<file path="config.mk">
export PLATFORM = sky130hd
export DESIGN_NAME = shape_stats_accumulator
export DESIGN_NICKNAME = d
export VERILOG_FILES = /design/src/rtl/shape_stats_accumulator.sv
export SDC_FILE = /design/constraint.sdc
export NUM_CORES = 1
export LEC_CHECK = 0
export BUFFER_PORTS_ARGS = -buffer_cell sky130_fd_sc_hd__buf_2
export CAP_MARGIN = 25
export CORE_MARGIN = 3
export CORE_UTILIZATION = 50
export CTS_BUF_LIST = sky130_fd_sc_hd__clkbuf_4 sky130_fd_sc_hd__clkbuf_8
export DETAILED_ROUTE_END_ITERATION = 10
export PLACE_DENSITY_LB_ADDON = 0.3
export SLEW_MARGIN = 20
export SYNTH_ARGS = -nofsm -noshare
export SYNTH_HDL_FRONTEND = slang
export SYNTH_HIERARCHICAL = 1
export SYNTH_SLANG_ARGS = --single-unit
</file>
<file path="constraint.sdc">
create_clock -name clk -period 8.2 [get_ports clk]
set_clock_uncertainty 0.15 [all_clocks]
set_input_delay 1.23 -clock clk [delete_from_list [all_inputs] [get_ports clk]]
set_output_delay 1.23 -clock clk [all_outputs]
set_load 0.005 [all_outputs]
</file>
<file path="src/rtl/shape_stats_accumulator.sv">
// ----------------------------------------------------------------------------
// shape_stats_accumulator
//   Accepts decoded shape records (type, width, height). Each record's area is
//   computed and added to a per-type running count and area sum. On a report
//   request, three summary beats go out in order: rectangle, square, triangle.
//   When CLR_ON_REPORT is set, all counters and sums are cleared after the
//   final beat.
//
// Ports
//   clk, rst_n          clock (rising edge); async active-low reset
//   in_valid/in_ready   record handshake; in_type 0=rect 1=square 2=tri 3=illegal
//   in_w, in_h          unsigned dimensions (in_h is ignored for a square)
//   report_req          level request for a summary (wins over in_valid in IDLE)
//   out_valid/out_ready summary beat handshake
//   out_type/out_count/out_area/out_last  contents of the current summary beat
//   err_illegal         one-cycle pulse while an illegal record is processed
//   busy                high whenever the block is not idle
// ----------------------------------------------------------------------------

// Per-type accumulator lane: saturating record counter and saturating area sum.
module shape_type_acc #(
    parameter int CNT_W = 16,
    parameter int SUM_W = 40
) (
    input  logic             clk,
    input  logic             rst_n,
    input  logic             clr,
    input  logic             add_en,
    input  logic [SUM_W-1:0] area,
    output logic [CNT_W-1:0] cnt,
    output logic [SUM_W-1:0] sum
);
    // The extra top bit is the carry-out; once it is set the sum pins at all-ones.
    logic [SUM_W:0] sum_ext;
    assign sum_ext = {1'b0, sum} + {1'b0, area};

    always_ff @(posedge clk or negedge rst_n) begin
        if (!rst_n) begin
            cnt <= '0;
            sum <= '0;
        end else if (clr) begin
            cnt <= '0;
            sum <= '0;
        end else if (add_en) begin
            if (cnt != '1) cnt <= cnt + CNT_W'(1);
            sum <= sum_ext[SUM_W] ? '1 : sum_ext[SUM_W-1:0];
        end
    end
endmodule

module shape_stats_accumulator #(
    parameter int DW            = 16,
    parameter int CNT_W         = 16,
    parameter int SUM_W         = 40,
    parameter int CLR_ON_REPORT = 1
) (
    input  logic             clk,
    input  logic             rst_n,
    input  logic             in_valid,
    output logic             in_ready,
    input  logic [1:0]       in_type,
    input  logic [DW-1:0]    in_w,
    input  logic [DW-1:0]    in_h,
    input  logic             report_req,
    output logic             out_valid,
    input  logic             out_ready,
    output logic [1:0]       out_type,
    output logic [CNT_W-1:0] out_count,
    output logic [SUM_W-1:0] out_area,
    output logic             out_last,
    output logic             err_illegal,
    output logic             busy
);
    typedef enum logic [1:0] {S_IDLE, S_CALC, S_REPORT, S_CLEAR} state_t;

    state_t state_q, state_d;

    logic [1:0]               cap_type;
    logic [DW-1:0]            cap_w, cap_h, op_b;
    logic [2*DW-1:0]          prod;
    logic [SUM_W-1:0]         area;
    logic [2:0][CNT_W-1:0]    cnt_all;
    logic [2:0][SUM_W-1:0]    sum_all;
    logic                     accept, hs, last_hs;
    logic [1:0]               nxt_idx;

    // A pending report blocks new records, so a record can never slip in
    // between the request and the first beat.
    assign in_ready = (state_q == S_IDLE) && !report_req;
    assign accept   = in_valid && in_ready;
    assign hs       = out_valid && out_ready;
    assign last_hs  = hs && (out_type == 2'd2);
    assign nxt_idx  = out_type + 2'd1;

    assign busy        = (state_q != S_IDLE);
    assign err_illegal = (state_q == S_CALC) && (cap_type == 2'd3);

    // ---------------- FSM ----------------
    always_ff @(posedge clk or negedge rst_n) begin
        if (!rst_n) state_q <= S_IDLE;
        else        state_q <= state_d;
    end

    always_comb begin
        state_d = state_q;
        case (state_q)
            S_IDLE: begin
                if (report_req)    state_d = S_REPORT;
                else if (in_valid) state_d = S_CALC;
            end
            S_CALC:   state_d = S_IDLE;
            S_REPORT: if (last_hs) state_d = (CLR_ON_REPORT != 0) ? S_CLEAR : S_IDLE;
            S_CLEAR:  state_d = S_IDLE;
            default:  state_d = S_IDLE;
        endcase
    end

    // ---------------- record capture and area ----------------
    always_ff @(posedge clk or negedge rst_n) begin
        if (!rst_n) begin
            cap_type <= '0;
            cap_w    <= '0;
            cap_h    <= '0;
        end else if (accept) begin
            cap_type <= in_type;
            cap_w    <= in_w;
            cap_h    <= in_h;
        end
    end

    // Square reuses the width as both operands; triangle halves the full product.
    assign op_b = (cap_type == 2'd1) ? cap_w : cap_h;
    always_comb begin
        prod = {{DW{1'b0}}, cap_w} * {{DW{1'b0}}, op_b};
        if (cap_type == 2'd2) prod = prod >> 1;
    end
    assign area = SUM_W'(prod);

    // ---------------- per-type lanes ----------------
    for (genvar g = 0; g < 3; g++) begin : g_lane
        localparam logic [1:0] TYPE = 2'(g);
        shape_type_acc #(.CNT_W(CNT_W), .SUM_W(SUM_W)) u_acc (
            .clk    (clk),
            .rst_n  (rst_n),
            .clr    (state_q == S_CLEAR),
            .add_en ((state_q == S_CALC) && (cap_type == TYPE)),
            .area   (area),
            .cnt    (cnt_all[g]),
            .sum    (sum_all[g])
        );
    end

    // ---------------- report beats ----------------
    // out_type doubles as the beat index. Beat 0 is loaded on the way into
    // REPORT so the first beat is valid on the first REPORT cycle.
    always_ff @(posedge clk or negedge rst_n) begin
        if (!rst_n) begin
            out_valid <= 1'b0;
            out_type  <= '0;
            out_count <= '0;
            out_area  <= '0;
            out_last  <= 1'b0;
        end else if (state_q == S_IDLE && report_req) begin
            out_valid <= 1'b1;
            out_type  <= 2'd0;
            out_count <= cnt_all[0];
            out_area  <= sum_all[0];
            out_last  <= 1'b0;
        end else if (state_q == S_REPORT && hs) begin
            if (out_type == 2'd2) begin
                out_valid <= 1'b0;
                out_last  <= 1'b0;
            end else begin
                out_type  <= nxt_idx;
                out_count <= cnt_all[nxt_idx];
                out_area  <= sum_all[nxt_idx];
                out_last  <= (nxt_idx == 2'd2);
            end
        end
    end
endmodule

</file>
# Yosys cells after proc, flatten, opt, wreduce, memory -nomap -nowiden
# Cells that the tools add are included.
# W data, S select, Z words.
[word_totals]
reg_bits = 264
out_inout_bits = 63
word_cells = 110
[classes]
add_sub_neg = 7
mul = 1
magnitude_cmp = 1
eq_ne = 14
n_mux = 43
n_reduce_logical = 29
[ops]
columns = ["op", "count"]
rows = [
  ["$mux W40", 13],
  ["$mux W16", 14],
  ["$add A40 B32 Y41", 3],
  ["$bmux W40 S2", 1],
  ["$add A16 B1 Y16 const B", 3],
  ["$ne A16 B16 Y1 const B", 3],
  ["$bmux W16 S2", 1],
  ["$mul A16 B16 Y32", 1],
  ["$mux W32", 1],
  ["$reduce_bool A2 Y1", 9],
  ["$eq A2 B2 Y1 const B", 6],
  ["$mux W2", 6],
  ["$reduce_and A2 Y1", 6],
  ["$logic_and A1 B1 Y1", 10],
  ["$mux W1", 6],
  ["$pmux W2 S3", 1],
  ["$eq A2 B1 Y1 const B", 2],
  ["$logic_not A2 Y1", 2],
  ["$ne A2 B2 Y1 const B", 2],
  ["$lt A2 B3 Y1 const B", 1],
  ["$ne A3 B3 Y1 const B", 1],
  ["$add A2 B1 Y2 const B", 1],
  ["$reduce_or A2 Y1", 1],
  ["$logic_not A1 Y1", 1],
]

# Logic depth before layout (Yosys ltp)
[depth]
depth_word = 8
mapped_depth = 41
mapped_depth_nobuf = 36

# By module
# Netlist, hierarchy kept.
[by_module_without_submodules]
columns = ["module", "n_inst", "cells_each", "area_each_um2"]
rows = [
  ["shape_stats_accumulator", 1, 1661, 14038.5],
  ["shape_type_acc", 3, 491, 4351.7],
]

# Worst setup path before layout
# No wires, ideal clock.
[synth_path]
path_kind = "register to register"
startpoint = "register cap_type[0]"
endpoint = "register g_lane[0].u_acc.sum[23]"
setup_ps = 143
arrival_time_ps = 8714
required_ps = 7907
path_slack_ps = -807
stages_incl_launch_ff = 39
path_buffers = 7
path_cell_list = "dfrtp_1 nor2b_1 clkbuf_1 buf_2 buf_2 nand2_1 nand2_1 clkbuf_1 nand2_1 fa_1 inv_1 fa_1 fa_1 fa_1 fa_1 inv_1 fa_1 inv_1 [3 not listed] a221o_1 a21o_1 a41oi_2 o21ai_1 xnor2_1 mux2i_1 ha_1 clkbuf_1 a21o_1 a21oi_1 nor2_1 a31oi_1 o31ai_4 a21oi_2 o2111a_2 buf_6 buf_6 a211oi_2"
[synth_via]
elab_chain_len = 8
elab_cells_between_ends = 12
cone_classes = "add/sub: 1; mul: 1; eq/ne: 2; mux: 5; reduce/logical: 3"
[synth_rtl]
columns = ["item", "line_no", "rtl"]
rows = [
  ["start: declaration", "78", "logic [1:0] cap_type;"],
  ["start signal: assignment", "125", "cap_type <= in_type;"],
  ["$eq A2 B1 Y1", "132", "assign op_b = (cap_type == 2'd1) ? cap_w : cap_h;"],
  ["$mux W16", "132", ""],
  ["$mul A16 B16 Y32", "134", "prod = {{DW{1'b0}}, cap_w} * {{DW{1'b0}}, op_b};"],
  ["$mux W32 (*)", "135", "if (cap_type == 2'd2) prod = prod >> 1;"],
  ["net prod[25]", "80", "logic [2*DW-1:0] prod;"],
  ["$add A40 B32 Y41 (*)", "35", "assign sum_ext = {1'b0, sum} + {1'b0, area};"],
  ["$mux W40 (*)", "46", "sum <= sum_ext[SUM_W] ? '1 : sum_ext[SUM_W-1:0];"],
  ["$mux W40 (*)", "44", "end else if (add_en) begin"],
  ["$mux W40 (*)", "41", "end else if (clr) begin"],
  ["end signal: assignment", "46", ""],
  ["end: declaration", "31", "output logic [SUM_W-1:0] sum"],
]
# Mark *: on every way through the listed nets, which the timed path passes. The rest lies on a longest branch. The select of a mux whose other input is x is not followed.
# A chain may end at the register's enable or synchronous reset.

# Final worst setup path
[layout_path]
startpoint = "register cap_type[1]"
endpoint = "register g_lane[2].u_acc.sum[28]"
[layout_via]
elab_chain_len = 8
elab_cells_between_ends = 11
cone_classes = "add/sub: 1; mul: 1; eq/ne: 2; mux: 5; reduce/logical: 2"
[layout_rtl]
columns = ["item", "line_no"]
rows = [
  ["$eq A2 B1 Y1", "132"],
  ["$mux W16", "132"],
  ["$mul A16 B16 Y32", "134"],
  ["$mux W32 (*)", "135"],
  ["net prod[25]", "80"],
  ["$add A40 B32 Y41 (*)", "35"],
  ["$mux W40 (*)", "46"],
  ["$mux W40 (*)", "44"],
  ["$mux W40 (*)", "41"],
  ["end signal: assignment", "46"],
  ["end: declaration", "31"],
]
# Marked as above.

==> metrics.md <==
| Metric | Value |
|---|---|
| Slew HR | 0.257 |
| Router iterations before antenna repair | 9 |
| Max Slew Vio Count | 0 |
| Post-synth EDFFs | 0 |
| Remaining DRCs | 0 |
| Outcome | finished with violations |
| Most used cell, CP | buf_4 |
| Reg-to-reg endpoint | g_lane[2].u_acc/sum[28] |
| Yosys warns | 6 |
| Area Growth Syn to Fin | 32.8% |
| Row count | 84 |
| Synth unique cells | 73 |
| Period minus WS final | 9050 ps |
| Largest net degree at the start of global routing | 115 |
| Initial DRC Count | 2,438 |
| Nets | 4,160 |
| Final WS setup | -852 ps |
| Final Hold Viols | 0 |
| Seq cells post-synth | 264 |
| Setup TNS | -88,890 ps |
| Max Freq | 110 MHz |
| CP arrival | 9410 ps |
| Grt ovf | 0 |
| Hold crit path type | reg -> reg |
| Bufs on Longest Clock Path | 3 |
| Gate Count Post-Synth | 3,134 |
| Core Footprint | 53,100 um2 |
| CTS tree | yes |
| Hold Path Depth | 2 |
| Root Buffer | clkbuf_8 |
| Worst hold slack | 374 ps |
| I/O Buffers | 101 |
| Final Cycle Share | 1.10 |
| CP startpoint | cap_type[1] |
| RSZ-0062 raised after global routing | true |
| Worst-margin pin slew | 1120 ps |
| First-pass GRT wire length | 141 mm |
| Worst R2R Setup Slack | -850 ps |
| WL final | 89.2 mm |
| Routed Antenna Nets | 0 |
| Clock Latency Late Sink | 680 ps |
| Reg2Reg Depth | 39 |
| Top_reg_cell synth | dfrtp_1 |
| Vias in the first global route | 26,876 |
| CP max FO | 5 |
| Synth Cell Area | 27,100 um2 |
| Worst-path clk slew | 60 ps |
| Crit Path Category | reg -> reg |
| Non-Filler Instances | 4,428 |
| MaxCap Viol Count | 0 |
| Via/cell ratio | 5.88 |
| Via count | 26,027 |
| Initial antenna violation count | 1 |
| GRT Total Usage | 0.305 |
| Critical R2R Launch | cap_type[1] |
| Fillers | 4,001 |
| Final Wtd Congestion | 0.990 |
| Critical Path RT | 8560 ps |
| CP Capture Point | g_lane[2].u_acc/sum[28] |
| Fraction of layout cells with a size suffix above 1 | 0.318 |
| Avg WL per Cell | 20.1 um |
| Register area share after synthesis | 0.244 |
| Critical Path End Type | flop |
| IO Count | 102 |
| CTS sink cnt | 264 |
| Max incr delay on CP | 560 ps |
| Max stage delay cell, worst path | fa_1 |
| Die area | 57,000 um2 |
| Avg Cell Area, Syn | 8.65 um2 |
| Die height | 239 um |
| Synth async-reset ratio | 1.00 |
| Placed cells | 4,225 |
| CTS Hold Bufs | 0 |
| DP HPWL | 62.9 mm |
| # setup viols final | 120 |
| Initial Utilization | 0.510 |
| Startpoint Class | flop |
| CTS Buf Count | 52 |
| Horiz. Die Dim | 239 um |
| Final core occ | 0.678 |
| H-tree Lvls | 2 |
| Failing checks | setup timing |
metrics by stage:
stage	area, um2	setup slack [ps]
global placement	31800	-795
detailed placement	31800	-933
finish	36000	-852
global route	36000	-1170
floorplan	27700	-73.4
CTS	35000	-616
routing by layer:
layer,vias to the layer above,share of wire,track usage
li1,11888,-,-
met1,12811,0.41,0.394
met2,1092,0.48,0.514
met3,236,0.078,0.0577
met4,0,0.037,0.110
met5,-,0,0
critical path, delay by kind of cell, from the launching register on:
kind	cells	cell delay [ps]
AOI/OAI and AO/OA	10	1750
xor gates and xnor gates	2	350
adders and majority gates	8	3640
buffers and inverters	14	1450
DFF	1	410
muxes	2	610
and+or+nand+nor	3	540
cell families (layout without fill, tap and decap cells):
| kind of cell | Yosys count | count (layout) | synth area share |
|---|---|---|---|
| and+or+nand+nor | 1019 | 1019 | 0.170 |
| AOI/OAI and AO/OA | 771 | 771 | 0.198 |
| buffers and inverters | 440 | 1022 | 0.0633 |
| adders and majority gates | 427 | 427 | 0.252 |
| DFF | 264 | 264 | 0.244 |
| xor gates and xnor gates | 163 | 163 | 0.0527 |
| muxes | 49 | 49 | 0.0197 |
| other | 1 | 25 | 0.000138 |
synth_stat cells, drive strengths merged (35+ instances only):
cell,instances,area share
ha,229,0.11
nor2b,61,0.014
inv,271,0.038
nor3,38,0.0081
a222oi,55,0.020
a211oi,120,0.039
nor2,288,0.040
xnor2,79,0.026
mux2,35,0.015
o21ai,178,0.033
dfrtp,264,0.24
nand2,415,0.057
clkbuf,138,0.019
and2,82,0.019
a21o,71,0.020
fa,197,0.15
a21oi,216,0.041
nand4,45,0.010
xor2,84,0.027
state kept, by name (all words and copies together), names as in the netlist:
name,count
g_lane.u_acc/sum,120
g_lane.u_acc/cnt,48
out_area,40
cap_h,16
cap_w,16
out_count,16
cap_type,2
out_type,2
state_q,2
out_last,1
out_valid,1
cells in the final DEF (no fill, tap or decap), drive strengths merged, types with 7 or more instances in the layout:
cell type,synthesis,layout
nand3,19,19
nand4,45,45
o21bai,11,11
mux2,35,35
and3,19,19
fa,197,197
a2111oi,7,7
a21boi,11,11
o21ai,178,178
a311oi,9,9
and2,82,82
a31oi,17,17
dfrtp,264,264
a211oi,120,120
a21oi,216,216
a222oi,55,55
nor2b,61,61
nand2b,15,15
inv,271,272
a21o,71,71
o21a,15,15
nor3,38,38
conb,1,24
buf,31,650
o211ai,13,13
or3,19,19
nand2,415,415
ha,229,229
xnor2,79,79
clkbuf,138,84
clkinv,0,10
xor2,84,84
nor3b,8,8
mux2i,14,14
nor2,288,288
worst min-delay path by stage:
stage / start / slack (ps) / end
after detailed placement: state_q[0] / 370 / state_q[1]
final: out_area[32] / 370 / out_area[32]
after global routing: out_area[32] / 400 / out_area[32]
after floorplan: state_q[0] / 320 / state_q[0]
after CTS: out_area[32] / 380 / out_area[32]
after global placement: state_q[0] / 340 / state_q[0]
area by class of cell:
class | instances | area (um2) | area share
well taps | 688 | 861 | 0.0239
inverters | 271 | 1020 | 0.0283
clock inverters | 17 | 213 | 0.00591
repair buffers | 653 | 5180 | 0.144
clock buffers | 81 | 1030 | 0.0287
flip-flops and latches | 264 | 6610 | 0.184
diodes | 1 | 2.50 | 0.0000696
multi-input cells | 2453 | 21100 | 0.585
timing repair:
item / in CTS / in global routing
resized for setup: 240 / 141
endpoints found under the hold margin: 0 / 0
endpoints found under the setup margin: 120 / 120
pin swaps: 93 / 120
setup buffers: 67 / 40
cloned: 8 / 3
Power is not shown: default switching activity piles up to over one toggle a cycle in this logic, so the estimate is an artifact.
